## src/rtl/rom_load_sequencer.sv

```systemverilog
// -----------------------------------------------------------------------------
// rom_load_sequencer
//
// Purpose:
//   Sequences the HPS ioctl ROM download into the game core. The linear byte
//   stream from hps_io is decoded into four ROM regions and the write port
//   toward the core ROMs is registered (latency 1). The core is held in reset
//   while a download is in progress and for RST_HOLD+1 cycles after it ends.
//   Each download is graded as complete/in-range (load_ok) or overrun/short
//   (load_err). Both flags are sticky until the next download starts.
//
// Optional feature macro:
//   ROM_CKSUM_EN - when defined, cksum accumulates the 16-bit additive sum of
//                  every accepted byte. When undefined, cksum is tied to zero.
//
// Ports:
//   clk_sys         in   1       system clock
//   RESET           in   1       synchronous active-high reset
//   ioctl_download  in   1       download in progress (level)
//   ioctl_wr        in   1       byte strobe, one-cycle pulse
//   ioctl_addr      in   25      linear byte address within the image
//   ioctl_dout      in   8       image byte
//   rom_we          out  1       registered write pulse to the core ROMs
//   rom_sel         out  4       one-hot region select, valid with rom_we
//   rom_addr        out  ADDR_W  region-local byte offset, valid with rom_we
//   rom_dout        out  8       data byte, valid with rom_we
//   core_rst        out  1       reset to the game core
//   load_ok         out  1       last download complete and in range (sticky)
//   load_err        out  1       last download overran or was short (sticky)
//   cksum           out  16      additive checksum of the written bytes
// -----------------------------------------------------------------------------
module rom_load_sequencer #(
   parameter int ADDR_W   = 16,
   parameter int R0_END   = 'h08000,
   parameter int R1_END   = 'h0C000,
   parameter int R2_END   = 'h0E000,
   parameter int R3_END   = 'h10000,
   parameter int RST_HOLD = 255
) (
   input  logic              clk_sys,
   input  logic              RESET,
   input  logic              ioctl_download,
   input  logic              ioctl_wr,
   input  logic [24:0]       ioctl_addr,
   input  logic [7:0]        ioctl_dout,
   output logic              rom_we,
   output logic [3:0]        rom_sel,
   output logic [ADDR_W-1:0] rom_addr,
   output logic [7:0]        rom_dout,
   output logic              core_rst,
   output logic              load_ok,
   output logic              load_err,
   output logic [15:0]       cksum
);

   typedef enum logic [1:0] {
      ST_HOLD = 2'd0,
      ST_RUN  = 2'd1,
      ST_LOAD = 2'd2
   } state_t;

   localparam logic [24:0] R0_A      = 25'(R0_END);
   localparam logic [24:0] R1_A      = 25'(R1_END);
   localparam logic [24:0] R2_A      = 25'(R2_END);
   localparam logic [24:0] R3_A      = 25'(R3_END);
   localparam logic [16:0] IMG_SIZE  = 17'(R3_END);
   localparam logic [15:0] HOLD_INIT = 16'(RST_HOLD);
   localparam logic [16:0] CNT_MAX   = 17'h1FFFF;

   state_t            state_q;
   logic              dl_q;
   logic [15:0]       hold_q;
   logic [16:0]       count_q;
   logic              ovf_q;
   logic              rom_we_q;
   logic [3:0]        rom_sel_q;
   logic [ADDR_W-1:0] rom_addr_q;
   logic [7:0]        rom_dout_q;
   logic              core_rst_q;
   logic              load_ok_q;
   logic              load_err_q;

   logic              dl_rise_d;
   logic              dl_fall_d;
   logic              load_entry_d;
   logic              in_range_d;
   logic [3:0]        sel_d;
   logic [24:0]       base_d;
   logic [ADDR_W-1:0] rom_addr_d;
   logic              accept_d;
   logic [16:0]       count_d;
   logic              ovf_d;
   logic              ok_d;

   // Download edge detection against the registered download level.
   always_comb begin
      dl_rise_d    = ioctl_download & ~dl_q;
      dl_fall_d    = ~ioctl_download & dl_q;
      load_entry_d = dl_rise_d & (state_q != ST_LOAD);
   end

   // Region decode of the incoming linear address.
   always_comb begin
      in_range_d = 1'b1;
      sel_d      = 4'b0000;
      base_d     = 25'd0;
      if (ioctl_addr < R0_A) begin
         sel_d  = 4'b0001;
         base_d = 25'd0;
      end else if (ioctl_addr < R1_A) begin
         sel_d  = 4'b0010;
         base_d = R0_A;
      end else if (ioctl_addr < R2_A) begin
         sel_d  = 4'b0100;
         base_d = R1_A;
      end else if (ioctl_addr < R3_A) begin
         sel_d  = 4'b1000;
         base_d = R2_A;
      end else begin
         in_range_d = 1'b0;
         sel_d      = 4'b0000;
         base_d     = 25'd0;
      end
   end

   // Write acceptance, saturating byte count and completion grading.
   // The grade includes a write that lands on the same cycle download falls.
   always_comb begin
      rom_addr_d = ADDR_W'(ioctl_addr - base_d);
      accept_d   = (state_q == ST_LOAD) & ioctl_wr & in_range_d;
      count_d    = count_q;
      if (accept_d && (count_q != CNT_MAX)) begin
         count_d = count_q + 17'd1;
      end else begin
         count_d = count_q;
      end
      ovf_d = ovf_q | ((state_q == ST_LOAD) & ioctl_wr & ~in_range_d);
      ok_d  = (count_d == IMG_SIZE) & ~ovf_d;
   end

   // Main sequencer: state, hold counter, write port and status flags.
   always_ff @(posedge clk_sys) begin
      if (RESET) begin
         state_q    <= ST_HOLD;
         // Sample the live level so a download already high at reset release
         // is not mistaken for a new rising edge.
         dl_q       <= ioctl_download;
         hold_q     <= HOLD_INIT;
         count_q    <= 17'd0;
         ovf_q      <= 1'b0;
         rom_we_q   <= 1'b0;
         rom_sel_q  <= 4'b0000;
         rom_addr_q <= '0;
         rom_dout_q <= 8'h00;
         core_rst_q <= 1'b1;
         load_ok_q  <= 1'b0;
         load_err_q <= 1'b0;
      end else begin
         dl_q     <= ioctl_download;
         rom_we_q <= accept_d;
         if (accept_d) begin
            rom_sel_q  <= sel_d;
            rom_addr_q <= rom_addr_d;
            rom_dout_q <= ioctl_dout;
         end

         case (state_q)
            ST_HOLD: begin
               core_rst_q <= 1'b1;
               if (dl_rise_d) begin
                  state_q    <= ST_LOAD;
                  count_q    <= 17'd0;
                  ovf_q      <= 1'b0;
                  load_ok_q  <= 1'b0;
                  load_err_q <= 1'b0;
               end else if (hold_q == 16'd0) begin
                  state_q    <= ST_RUN;
                  core_rst_q <= 1'b0;
               end else begin
                  hold_q <= hold_q - 16'd1;
               end
            end
            ST_RUN: begin
               if (dl_rise_d) begin
                  state_q    <= ST_LOAD;
                  core_rst_q <= 1'b1;
                  count_q    <= 17'd0;
                  ovf_q      <= 1'b0;
                  load_ok_q  <= 1'b0;
                  load_err_q <= 1'b0;
               end else begin
                  core_rst_q <= 1'b0;
               end
            end
            ST_LOAD: begin
               core_rst_q <= 1'b1;
               count_q    <= count_d;
               ovf_q      <= ovf_d;
               if (dl_fall_d) begin
                  state_q    <= ST_HOLD;
                  hold_q     <= HOLD_INIT;
                  load_ok_q  <= ok_d;
                  load_err_q <= ~ok_d;
               end else begin
                  state_q <= ST_LOAD;
               end
            end
            default: begin
               state_q    <= ST_HOLD;
               hold_q     <= HOLD_INIT;
               core_rst_q <= 1'b1;
            end
         endcase
      end
   end

`ifdef ROM_CKSUM_EN
   logic [15:0] cksum_q;

   // Additive checksum: cleared on download entry, frozen outside LOAD.
   always_ff @(posedge clk_sys) begin
      if (RESET) begin
         cksum_q <= 16'h0000;
      end else if (load_entry_d) begin
         cksum_q <= 16'h0000;
      end else if (accept_d) begin
         cksum_q <= cksum_q + {8'h00, ioctl_dout};
      end else begin
         cksum_q <= cksum_q;
      end
   end

   assign cksum = cksum_q;
`else
   assign cksum = 16'h0000;
`endif

   assign rom_we   = rom_we_q;
   assign rom_sel  = rom_sel_q;
   assign rom_addr = rom_addr_q;
   assign rom_dout = rom_dout_q;
   assign core_rst = core_rst_q;
   assign load_ok  = load_ok_q;
   assign load_err = load_err_q;

endmodule

```

## config.mk

```make
export PLATFORM = sky130hd
export DESIGN_NAME = rom_load_sequencer
export DESIGN_NICKNAME = d
export VERILOG_FILES = /design/src/rtl/rom_load_sequencer.sv
export SDC_FILE = /design/constraint.sdc
export NUM_CORES = 1
export LEC_CHECK = 0
export BUFFER_PORTS_ARGS = -buffer_cell sky130_fd_sc_hd__buf_4
export CAP_MARGIN = 20
export CORE_ASPECT_RATIO = 1.1
export CORE_MARGIN = 5
export CORE_UTILIZATION = 58
export CTS_BUF_LIST = sky130_fd_sc_hd__clkbuf_4 sky130_fd_sc_hd__clkbuf_8 sky130_fd_sc_hd__clkbuf_16
export CTS_CLUSTER_DIAMETER = 200
export CTS_CLUSTER_SIZE = 16
export DETAILED_ROUTE_END_ITERATION = 8
export GPL_ROUTABILITY_DRIVEN = 0
export GPL_TIMING_DRIVEN = 1
export PLACE_DENSITY = 0.83
export RECOVER_POWER = 50
export SYNTH_ARGS = -nofsm -noshare
export SYNTH_HDL_FRONTEND = slang
export SYNTH_SLANG_ARGS = --single-unit
```

## constraint.sdc

```tcl
create_clock -name clk_sys -period 4.91 [get_ports clk_sys]
set_input_delay 1.2275 -clock clk_sys [delete_from_list [all_inputs] [get_ports clk_sys]]
set_output_delay 1.2275 -clock clk_sys [all_outputs]
set_load 0.02 [all_outputs]
```

======== Word level (Yosys, flattened, before mapping) ========
Cells that the tools add are included.
storage, ports and cells
  register bits ........................... 69
  bits of input ports ..................... 37
cells by class
  add/subtract/negate cells ............... 3
  order comparisons ....................... 4
  equal/unequal tests ..................... 10
  multiplexer cells ....................... 34
  bitwise gates (word level) .............. 13
  reduce and logical (&&, ||, !) cells .... 9
operator list
  kind                     count
  $mux W16                 7
  $lt A25 B16 Y1 const B   3
  $pmux W16 S3             1
  $mux W17                 2
  $pmux W17 S2             1
  $lt A25 B17 Y1 const B   1
  $add A17 B1 Y17 const B  1
  $eq A17 B17 Y1 const B   1
  $ne A17 B17 Y1 const B   1
  $logic_not A16 Y1        1
  $mux W4                  4
  $sub A16 B1 Y16 const B  1
  $sub A16 B16 Y16         1
  $mux W1                  10
  $mux W2                  4
  $ne A2 B2 Y1 const B     4
  $pmux W1 S2              4
  $and A1 B1 Y1            6
  $not A1 Y1               6
  $pmux W2 S3              1
  $reduce_and A2 Y1        2
  $reduce_and A4 Y1        1
  $ne A3 B3 Y1 const B     1
  $reduce_and A3 Y1        1
  8 further kinds          8

======== Longest topological paths before layout ========
  depth after elaboration ................. 13
  mapped depth ............................ 13

======== Worst setup path before layout ========
OpenSTA, ideal clock, no wires.
  path type ............................... input port to flip-flop
  start ................................... in ioctl_addr[17]
  end ..................................... reg load_err_q, in the netlist load_err
  setup time .............................. 0.128 ns
  data arrival time ....................... 3.200 ns
  required time ........................... 4.782 ns
  setup slack ............................. 1.582 ns
  stages on the path ...................... 7
  cells stage by stage .................... or4_1 nor4b_2 nand4_1 xnor2_1 o21bai_1 a2111oi_2 o21ai_1
between the ends
  word-level cells in the longest chain between the ends .. 13
  elaborated cells between the ends (all ways) .. 20
  those cells by class .................... order compare (4); eq/ne (1); mux (7); bitwise (7); reduce/logical (1)
RTL lines
  element                                                      line      source
  from (decl)                                                  44        input logic [24:0] ioctl_addr,
  $lt A25 B17 Y1                                               116       end else if (ioctl_addr < R3_A) begin
  $mux W1                                                      116
  $mux W1                                                      113       end else if (ioctl_addr < R2_A) begin
  $mux W1                                                      110       end else if (ioctl_addr < R1_A) begin
  $mux W1 (*)                                                  107       if (ioctl_addr < R0_A) begin
  $and A1 B1 Y1 / $not A1 Y1 (equally long branches)           130, 137
  $logic_and A1 B1 Y1 / $and A1 B1 Y1 (equally long branches)  132, 137
  $mux W17 / $or A1 B1 Y1 (equally long branches)              132, 137
  $eq A17 B17 Y1 / $not A1 Y1 (equally long branches)          138       ok_d = (count_d == IMG_SIZE) & ~ovf_d;
  $and A1 B1 Y1 (*)                                            138
  $not A1 Y1 (*)                                               203       load_err_q <= ~ok_d;
  $mux W1 (*)                                                  199       if (dl_fall_d) begin
  $pmux W1 S2 (*)                                              167       case (state_q)
  to (signal assigned)                                         203
  to (decl)                                                    81        logic load_err_q;
Every way passes the cells marked *; elsewhere a longest branch is shown, timed or not. The select of a mux whose other input is x is not followed.
A chain may end at the register's enable or synchronous reset.

======== Worst setup path in the final report ========
  start ................................... reg count_q[6]
  end ..................................... reg load_err_q, in the netlist load_err
between the ends
  word-level cells in the longest chain between the ends .. 8
  elaborated cells between the ends (all ways) .. 9
  those cells by class .................... add/sub (1); eq/ne (2); mux (3); bitwise (2); reduce/logical (1)
RTL lines
  element                                                  line  source
  from (decl)                                              73    logic [16:0] count_q;
  from (signal assigned)                                   197   count_q <= count_d;
  branches (longest 2 deep; another with $add A17 B1 Y17)  -
  $mux W17 (*)                                             132   if (accept_d && (count_q != CNT_MAX)) begin
  $eq A17 B17 Y1 (*)                                       138
  $and A1 B1 Y1 (*)                                        138
  $not A1 Y1 (*)                                           203
  $mux W1 (*)                                              199
  $pmux W1 S2 (*)                                          167
Mark *: on every way between the ends. The select of a mux whose other input is x is not followed.

==> metrics <==
# hold bufs at CTS=0; Worst Setup Path Type=register to register; highest net fanout along the worst path=11; initial antenna violation count=0; Post-CTS Setup Bufs=0; max-slew violation count=0; Vias/cell=5.78; clock buffer depth=2; Area growth syn-to-layout=15.1%; Post-Layout Cell Count=567; first-pass GRT wire length=14.0 mm; Slew headroom=18.4%; synth warn=0; sequential fraction of the synthesis area=39.7%; remaining global-route overflow=0; Crit path required time=5.14 ns; largest net degree at the start of global routing=47; Hold Crit Depth=2; Hold Crit Class=register to register; clock sink total=69; Post-synth EDFFs=0; die height=91.3 microns; nets=527; Reg2Reg Depth=11; Syn Area/Cell=8.10 sq um; placed cell areas=3940 sq um; post-synthesis mux area share=0%; Leakage=1.44 nW; DRT Pass-1 Iters=4; Initial Utilization=60.0%; Syn Inst Count=430; Synth cell types=59; post-layout min period=3.60 ns; max-cap violation count=0; fraction of layout cells with a size suffix above 1=12.4%; DR iter-0 viols=199; CP endpoint kind=register; final hold viol count=0; CTS tree=yes; xor/xnor share of the synthesized area=4.02%; cts bufs inserted=9; VDD IR max=0.211 mV; #FFs+latches synth=69; CORE AREA=5810 sq um; overall global routing resource usage=22.3%; Root Buffer=clkbuf_8; final wirelength=8.62 mm; Resized cells post-CTS=0; Vias=3279; Fin Setup TNS=0 ns; Ant. Diodes=0; Post-synth top flop=dfxtp_1; H-Tree Depth=3; Worst Tran Pin Value=1.22 ns; Synth area leaders=dfxtp_1 40%, nand2_1 7.9%, a21oi_1 5.2%; Clock transition at path regs=0.07 ns; outcome=complete, no violations; IO Pins=85; commonest cells in the netlist=73 x nand2_1, 69 x dfxtp_1, 36 x a21oi_1, 36 x nor2_1, 18 x clkbuf_1; Post-Syn Area=3480 sq um; DP HPWL=6.20 mm; clk_lat worst skew=0.35 ns; final worst path period share=73.2%; Die ar.=7660 sq um; Row Count=29; placed insts=551; Port-buffer cells=68; largest family of logic cells by synthesized area=simple AND/OR/NAND/NOR gates; pwr dens=293 nW/um^2; Detail Route Antenna Nets=0; Post-Synth Simple-Gate Area=29.1%; Adder-Cell Fraction of Synth Area=2.01%; final setup fails=0; Worst setup SP type=register; vias in the first global route=3139; Yosys top cell area share=39.7%; RSZ-0062 raised after global routing=no; Yosys top cell by area=dfxtp_1; Final Power=1.17 mW; Final Instance Area=4010 sq um; CP Data Arrival Time=3.82 ns; FILL cells=540; wire per inst=15.2 microns; Die X=83.9 microns; drt drc=0; Fin Hold WS=0.453 ns; Clock Skew=0.00635 ns; most frequent cell after synthesis=nand2_1; Fmax=278 MHz; complex-gate fraction of the synthesized area=17.5%; ys async rst share=0%
per-layer routing:
layer	vias up	global-route usage (%)	share of wire (%)
li1	1611	-	-
met1	1543	25.2	39
met2	99	39.4	52
met3	26	4.34	6.0
met4	0	12.1	3.5
met5	-	0	0
layout by cell type (no fill, tap or decap), drive strengths merged, types with 5 or more instances in the layout:
master and n:
nor2 36, nand3 15, nand2 73, a311oi 5, buf 35, or4 5, nand4 10, and4 6
xor2 14, clkbuf 45, a31oi 8, nor3 9, dfxtp 69, nor4 11, o21ai 17, inv 10
conb 16, a211oi 5, a21oi 37
sequential cells by signal, summed over array words and instances, names as in the netlist:
register  cells
core_rst      1
count_q      17
dl_q          1
hold_q       16
load_err      1
load_ok       1
ovf_q         1
rom_addr     16
rom_dout      8
rom_sel       4
rom_we        1
state_q       2
metrics by stage:
step | setup WS [ns] | util (%)
floorplan | 1.58 | -
global placement | 1.22 | 67.9
detailed placement | 1.11 | 67.9
CTS | 1.38 | 71.7
global route | 1.06 | 69.1
finish | 1.31 | 69.1
power breakdown:
| part | leakage [nW] | internal [mW] | total [mW] | switching (mW) |
|---|---|---|---|---|
| clock network | 0.112 | 0.299 | 0.522 | 0.223 |
| registers | 0.557 | 0.563 | 0.568 | 0.00476 |
| logic | 0.775 | 0.0300 | 0.0839 | 0.0538 |
cell families (layout without fill, tap and decap cells):
kind of cell,count (synthesis),after routing
AOI/OAI and AO/OA,94,94
buffers and inverters,51,96
and+or+nand+nor,194,194
adders and majority gates,5,5
other,1,16
DFF,69,69
xor gates and xnor gates,16,16
critical path, cell delays in order, from the launching register on:
cell	delay, ns
dfxtp_1	0.50
nand4_1	0.27
nor4_1	0.52
and4_1	0.26
ha_1	0.25
and4bb_1	0.29
and4_1	0.32
and2_1	0.24
xnor2_1	0.15
nand4_1	0.14
a2111oi_2	0.39
o21ai_1	0.13
worst paths after layout:
| path | start | to | slack, ns |
|---|---|---|---|
| worst max register to register | count_q[6]$_SDFFE_PP0P_ | load_err$_SDFFE_PP0P_ | 1.31 |
| worst max-delay path | count_q[6]$_SDFFE_PP0P_ | load_err$_SDFFE_PP0P_ | 1.31 |
| worst min-delay path | rom_addr[9]$_SDFFE_PP0P_ | rom_addr[9]$_SDFFE_PP0P_ | 0.45 |
| worst min register to register | rom_addr[9]$_SDFFE_PP0P_ | rom_addr[9]$_SDFFE_PP0P_ | 0.45 |
layout make-up:
| cell class | instances | area [sq um] | share of cell area (%) |
|---|---|---|---|
| clock buffer | 10 | 138 | 3.43 |
| clock inverter | 6 | 86.3 | 2.15 |
| inverter | 10 | 37.5 | 0.936 |
| multi-input combinational | 325 | 1880 | 46.8 |
| sequential | 69 | 1380 | 34.5 |
| tap | 77 | 96.3 | 2.40 |
| timing repair buffer | 70 | 394 | 9.83 |
(Power assumes the default switching activity.)
